===== config.mk =====
export PLATFORM = sky130hd
export DESIGN_NAME = uart_rx_ctrl
export DESIGN_NICKNAME = d
export VERILOG_FILES = /design/src/rtl/uart_rx_ctrl.sv
export SDC_FILE = /design/constraint.sdc
export NUM_CORES = 1
export LEC_CHECK = 0
export CORE_MARGIN = 1
export CORE_UTILIZATION = 40
export CTS_CLUSTER_SIZE = 40
export DETAILED_ROUTE_END_ITERATION = 12
export GPL_ROUTABILITY_DRIVEN = 0
export HOLD_SLACK_MARGIN = 0.1
export PLACE_DENSITY = 0.69
export SETUP_SLACK_MARGIN = 0.2
export SLEW_MARGIN = 20
export SYNTH_ARGS = -nofsm -noshare
export SYNTH_HDL_FRONTEND = slang
export SYNTH_SLANG_ARGS = --single-unit

===== constraint.sdc =====
create_clock -name clk -period 3.2 [get_ports clk]
set_input_delay 0.96 -clock clk [delete_from_list [all_inputs] [get_ports clk]]
set_output_delay 0.96 -clock clk [all_outputs]
set_load 0.005 [all_outputs]

===== src/rtl/uart_rx_ctrl.sv =====
`default_nettype none
//==============================================================================
// Module   : uart_rx_ctrl
// Brief    : UART receiver, 8 data bits LSB first, optional parity, 1 stop bit.
//            Stop-bit checking and BREAK recovery built when
//            UART_RX_FRAME_ERR_EN is defined.
// Revision : 1.0 - initial release
//==============================================================================
module uart_rx_ctrl #(
  parameter int baud  = 115200,
  parameter int check = 0
) (
  input  logic       clk,
  input  logic       rst_n,
  input  logic       rx,
  output logic [7:0] rx_data,
  output logic       rx_de,
  output logic       parity_err,
  output logic       frame_err
);

  localparam logic [15:0] c_baud_end = (baud == 921600) ? 16'd108 :
                                       (baud == 460800) ? 16'd217 :
                                       (baud == 230400) ? 16'd434 : 16'd868;
  localparam logic [15:0] c_baud_mid = (baud == 921600) ? 16'd54  :
                                       (baud == 460800) ? 16'd108 :
                                       (baud == 230400) ? 16'd217 : 16'd434;
  localparam logic [15:0] c_cnt_last   = c_baud_end - 16'd1;
  localparam logic [15:0] c_cnt_sample = c_baud_mid - 16'd1;
  localparam logic        c_par_en     = (check != 0);
  localparam logic        c_par_odd    = (check == 1);

  typedef enum logic [2:0] {
    IDLE   = 3'd0,
    START  = 3'd1,
    DATA   = 3'd2,
    PARITY = 3'd3,
`ifdef UART_RX_FRAME_ERR_EN
    STOP   = 3'd4,
    BREAK  = 3'd5
`else
    STOP   = 3'd4
`endif
  } state_t;

  state_t      r_state;
  logic        r_sync1;
  logic        r_sync2;
  logic        r_prev;
  logic [15:0] r_baud_cnt;
  logic [2:0]  r_bit_cnt;
  logic [7:0]  r_shift;
  logic        r_par_bit;
  logic [7:0]  r_rx_data;
  logic        r_rx_de;
  logic        r_parity_err;

  logic        w_fall;
  logic        w_sample;
  logic        w_par_exp;
  logic        w_par_bad;

  assign w_fall    = r_prev & ~r_sync2;
  assign w_sample  = (r_baud_cnt == c_cnt_sample);
  assign w_par_exp = c_par_odd ? ~(^r_shift) : (^r_shift);
  assign w_par_bad = c_par_en & (r_par_bit != w_par_exp);

  assign rx_data    = r_rx_data;
  assign rx_de      = r_rx_de;
  assign parity_err = r_parity_err;

`ifdef UART_RX_FRAME_ERR_EN
  logic r_frame_err;
  assign frame_err = r_frame_err;
`else
  assign frame_err = 1'b0;
`endif

  // Reset to 1 so an idle line never looks like a start edge after reset.
  always_ff @(posedge clk or negedge rst_n) begin
    if (!rst_n) begin
      r_sync1 <= 1'b1;
      r_sync2 <= 1'b1;
      r_prev  <= 1'b1;
    end else begin
      r_sync1 <= rx;
      r_sync2 <= r_sync1;
      r_prev  <= r_sync2;
    end
  end

  always_ff @(posedge clk or negedge rst_n) begin
    if (!rst_n) begin
      r_state      <= IDLE;
      r_baud_cnt   <= 16'd0;
      r_bit_cnt    <= 3'd0;
      r_shift      <= 8'd0;
      r_par_bit    <= 1'b0;
      r_rx_data    <= 8'd0;
      r_rx_de      <= 1'b0;
      r_parity_err <= 1'b0;
`ifdef UART_RX_FRAME_ERR_EN
      r_frame_err  <= 1'b0;
`endif
    end else begin
      r_rx_de      <= 1'b0;
      r_parity_err <= 1'b0;
`ifdef UART_RX_FRAME_ERR_EN
      r_frame_err  <= 1'b0;
`endif

      if (r_state == IDLE || r_baud_cnt == c_cnt_last) begin
        r_baud_cnt <= 16'd0;
      end else begin
        r_baud_cnt <= r_baud_cnt + 16'd1;
      end

      case (r_state)
        IDLE: begin
          r_bit_cnt <= 3'd0;
          if (w_fall) begin
            r_state <= START;
          end
        end
        START: begin
          // A line back high at mid start bit was noise, not a frame.
          if (w_sample) begin
            r_state <= r_sync2 ? IDLE : DATA;
          end
        end
        DATA: begin
          if (w_sample) begin
            r_shift[r_bit_cnt] <= r_sync2;
            r_bit_cnt          <= r_bit_cnt + 3'd1;
            if (r_bit_cnt == 3'd7) begin
              r_state <= c_par_en ? PARITY : STOP;
            end
          end
        end
        PARITY: begin
          if (w_sample) begin
            r_par_bit <= r_sync2;
            r_state   <= STOP;
          end
        end
        STOP: begin
          // Leaving at mid stop bit leaves half a bit to catch the next start edge.
          if (w_sample) begin
            r_state <= IDLE;
`ifdef UART_RX_FRAME_ERR_EN
            if (!r_sync2) begin
              r_frame_err <= 1'b1;
              r_state     <= BREAK;
            end else begin
`else
            begin
`endif
              r_rx_data    <= r_shift;
              r_rx_de      <= 1'b1;
              r_parity_err <= w_par_bad;
            end
          end
        end
`ifdef UART_RX_FRAME_ERR_EN
        BREAK: begin
          if (r_sync2) begin
            r_state <= IDLE;
          end
        end
`endif
        default: begin
          r_state <= IDLE;
        end
      endcase
    end
  end

endmodule
`default_nettype wire

== Yosys cells after proc, flatten, opt, wreduce, memory -nomap -nowiden ==
Cells that the tools add are included.

* Word-level logic and storage cells: 52
* Output and inout bits: 11
* Input port bits: 3
* Flip-flop bits (word level): 42

* Bitwise gates (word level): 2
* Order comparisons: 2
* Add/sub/neg operators: 2
* Reduce and logical (&&, ||, !) cells: 8
* Muxes and demuxes: 16
* Equal/unequal tests: 13

{| class="wikitable"
|+ Operator list
! cell !! number
|-
| 3-bit 2-to-1 mux || 7
|-
| 16-bit by 1-bit adder with 16-bit output (second input constant) || 1
|-
| 16-bit by 10-bit == test with 1-bit output (second input constant) || 1
|-
| 16-bit by 9-bit == test with 1-bit output (second input constant) || 1
|-
| 16-bit 2-to-1 mux || 1
|-
| 3-bit one-hot mux with 5 select lines || 1
|-
| 2-bit != test (second input constant) || 6
|-
| 8-bit bitwise mux || 1
|-
| 3-bit by 2-bit == test with 1-bit output (second input constant) || 2
|-
| 3-bit == test (second input constant) || 2
|-
| 3-bit one-hot mux with 2 select lines || 1
|-
| 2-bit AND reduction || 3
|-
| 6-bit AND reduction || 1
|-
| 3-bit by 4-bit < comparator with 1-bit output (second input constant) || 1
|-
| 3-bit by 1-bit adder with 3-bit output (second input constant) || 1
|-
| 1-bit demux with 3-bit select || 1
|-
| 3-bit by 1-bit == test with 1-bit output (second input constant) || 1
|-
| 3-bit by 1-bit greater-or-equal comparator with 1-bit output (second input constant) || 1
|-
| 3-bit zero test || 1
|-
| 1-bit 2-to-1 mux || 3
|-
| 2-bit 2-to-1 mux || 1
|-
| 2-bit nonzero test || 1
|-
| 1-bit bitwise AND || 1
|-
| 1-bit logical AND || 1
|-
| 2 further kinds || 2
|}

== Longest topological paths before layout ==
* Depth after elaboration: 5
* Gate-level depth with buffers: 7
* Gate-level depth less buffers: 6

== Worst setup path before layout ==
Ideal clock, no wire load.

* Path type: reg-to-reg
* From: reg r_baud_cnt[11]
* To: reg r_shift[2]
* Library setup time: 0.125 ns
* Stages on the path, launching flop included: 5
* Path slack: 1.377 ns
* Period minus slack after synthesis: 1.823 ns
* Data required time: 3.075 ns
* Data arrival time: 1.697 ns
* Path buffers: 0
* Cells stage by stage: dfrtp_1 -> or4_4 -> or4b_4 -> o21ai_2 -> o31ai_2

* Longest elaborated chain between the ends: 2

{| class="wikitable"
|+ RTL lines
! item !! line !! source
|-
| from (decl) || 50 || <nowiki>logic [15:0] r_baud_cnt;</nowiki>
|-
| from (signal assigned) || 115 || <nowiki>r_baud_cnt <= r_baud_cnt + 16'd1;</nowiki>
|-
| 16-bit by 9-bit == test with 1-bit output || 64 || <nowiki>assign w_sample = (r_baud_cnt == c_cnt_sample);</nowiki>
|-
| 2-bit AND reduction (no line) || - ||
|-
| to (signal, indexed assignment) || 133 || <nowiki>r_shift[r_bit_cnt] <= r_sync2;</nowiki>
|-
| to (decl) || 52 || <nowiki>logic [7:0] r_shift;</nowiki>
|}

No other way between the ends.
A chain may end at the register's enable or synchronous reset.

== Worst setup path after layout ==
* From: reg r_baud_cnt[1]
* To: reg r_shift[6]

Same word-level chain as after synthesis.

==> flow_metrics.py <==
metrics = {
    "outcome": {
        "status": "complete, no violations",
    },
    "sta": {
        "setup_viol": 0,
        "relSlewSlack": 0.389,
        "hold_viol_final": 0,
        "setup_tns_ns": 0,
        "min_period_ns": 2.33,
        "fmax_mhz": 429,
        "slew_viol_final": 0,
        "period_share": 0.728,
        "rsz0062_at_grt": "no",
        "skew_ns": 0.00515,
        "tightest_slew_ns": 0.917,
    },
    "finish": {
        "area_delta_synth_final_pct": 10.3,
        "diodes": 0,
        "drive_gt1_frac": 0.141,
        "fin_cells": 259,
        "final_nets": 198,
    },
    "yosys": {
        "netlist_instances": 186,
        "synth_top_cell_by_area": "dfrtp_1",
        "yosysTopAreaCellShare": 0.478,
        "synth_most_common_cell": "dfrtp_1",
        "synth_common_cells": "dfrtp_1, nor2_1, nand3_1, nand4_1, xor2_1",
        "seq_area_frac_synth": 0.517,
        "async_flop_share": 1.00,
        "synth_edf_count": 0,
        "synth_area_per_cell_um2": 11.0,
        "synth_area_leaders": "dfrtp_1, mux2_2, xor2_1",
        "ys_ff_latch": 42,
        "yosys_warnings": 0,
        "ys.flop_type": "dfrtp_1",
        "ys_types": 41,
        "synth_area_mm2": 0.00204,
    },
    "placement": {
        "dp_cells": 251,
        "place_hpwl_mm": 2.37,
        "portBuffers": 11,
    },
    "grt": {
        "grt_max_degree": 43,
        "antenna_found_initial": 0,
        "grt_use_total": 0.151,
        "grt_pass1_wl_mm": 6.16,
        "grt_pass1_vias": 1290,
        "overflow": 0,
    },
    "floorplanning": {
        "io-pin-count": 14,
        "die_area_mm2": 0.00539,
        "num_rows": 25,
        "coreArea_mm2": 0.00482,
        "start_util": 0.424,
        "die_x_um": 73.5,
        "chipHeight_um": 73.5,
    },
    "worst_hold_path": {
        "min_path_type": "reg2reg",
        "hold_depth": 0,
    },
    "cts": {
        "cts_setup_buffers": 0,
        "clk_pin_slew_ns": 0.08,
        "tritoncts": "built",
        "cts_resized": 0,
        "cts.path.max_buffers": 2,
        "htreeDepth": 2,
        "cts.sinks": 42,
        "cts_buffers": 5,
        "root_buffer": "clkbuf_8",
        "postCtsHoldBufs": 0,
        "clkLatencyLatePin_ns": 0.29,
    },
    "route": {
        "via_per_inst": 5.44,
        "wire_per_inst_um": 13.4,
        "vias": 1408,
        "dr.first_iter.drc_count": 79,
        "drtPass1Iterations": 4,
        "antenna_left": 0,
        "drt_wl_total_mm": 3.47,
        "drc": 0,
    },
    "pwr": {
        "pwr_density_cell_mw_per_mm2": 476,
        "pwr-share-clk": 0.300,
        "power_frac_seq": 0.577,
        "leakage_nw": 0.996,
        "p_sw_w": 0.000300,
        "swShare": 0.280,
        "p_int_w": 0.000772,
        "ir_drop_v": 0.000195,
        "pwr-share-comb": 0.123,
    },
    "setup_path": {
        "cp-start-kind": "flip-flop",
        "crit_type": "reg2reg",
        "r2r_cells": 6,
        "end_kind": "flip-flop",
        "required_ns": 3.38,
        "critPathArrivalTime_ns": 2.51,
        "critPathMaxFanout": 11,
    },
    "job": {
        "drv_cap": 0,
    },
}
power by group through the flow:
stage	sequential, W	clock, W	combinational, W
6_report	0.000619	0.000321	0.000132
5_1_grt	0.000626	0.000358	0.000149
4_1_cts	0.000618	0.000335	0.000134
3_5_place_dp	0.000628	0	0.000131
3_3_place_gp	0.000625	0	0.000131
2_1_floorplan	0.000604	0	0.000113
layer usage:
| layer | global-route usage | share of wire |
|---|---|---|
| met5 | 0 | 0 |
| met4 | 0.0491 | 0.011 |
| met3 | 0.0425 | 0.039 |
| met2 | 0.230 | 0.46 |
| met1 | 0.206 | 0.49 |
per-stage QoR:
step	total power [W]	utilization	setup slack [ns]	hold slack, ns	cell area, um2
3_5_place_dp	0.000759	0.451	0.932	0.347	2170
5_1_grt	0.00113	0.468	0.746	0.368	2250
6_report	0.00107	0.468	0.871	0.357	2250
2_1_floorplan	0.000717	-	1.38	0.345	2050
3_3_place_gp	0.000756	0.451	1.03	0.347	2170
4_1_cts	0.00109	0.468	0.881	0.359	2250
worst max-delay path, cell delays in order (launching register included):
cell     delay (ns)
dfrtp_1        0.41
inv_1          0.07
ha_1           0.12
nor3b_1        0.40
nand4_1        0.47
nor4_1         0.39
mux2_2         0.37
area by class of cell:
| cell class | count | area [um2] |
|---|---|---|
| inverters | 4 | 15.0 |
| multi-input cells | 126 | 906 |
| well taps | 67 | 83.8 |
| flip-flops and latches | 42 | 1050 |
| fillers | 479 | 2560 |
| clock buffers | 8 | 80.1 |
| repair buffers | 12 | 113 |
cells by family after synthesis:
| logic type | count (synthesis) | synth area share |
|---|---|---|
| fa+ha+maj | 4 | 0.0245 |
| buf+inv | 19 | 0.0417 |
| xor+xnor | 13 | 0.0558 |
| compound gates | 20 | 0.0656 |
| other cells | 1 | 0.00184 |
| mux | 11 | 0.0607 |
| flops | 42 | 0.517 |
| simple gates | 76 | 0.233 |
sequential cells by signal, indices dropped and copies added (netlist names):
signal and cells:
r_sync2 1, r_state 3, rx_data 8, r_shift 8, r_baud_cnt 16, rx_de 1, r_bit_cnt 3, r_prev 1
r_sync1 1
worst paths after layout:
| kind | from | endpoint | slack (ns) |
|---|---|---|---|
| setup / recovery | r_baud_cnt[1] | r_shift[6] | 0.87 |
| hold / removal | r_sync1 | r_sync2 | 0.36 |
| setup reg to reg | r_baud_cnt[1] | r_shift[6] | 0.87 |
| hold reg to reg | r_sync1 | r_sync2 | 0.36 |
| max in group asynchronous | rst_n | rx_data[7] | 1.82 |
| min in group asynchronous | rst_n | r_shift[3] | 0.80 |
cell usage in the layout (no fill, tap or decap), types with 4 or more instances in the layout:
cell type / Yosys / routed
o31ai_1: 4 / 4
nand4_1: 13 / 13
nor2_1: 21 / 21
mux2_2: 9 / 9
clkbuf_8: 0 / 5
ha_1: 4 / 4
inv_1: 4 / 4
dfrtp_1: 39 / 39
nand2_1: 5 / 5
and4_1: 6 / 6
xor2_1: 11 / 11
nand3_1: 13 / 13
clkdlybuf4s50_1: 0 / 10
o21ai_0: 9 / 9
nand4b_1: 4 / 4
(Power assumes the default switching activity.)
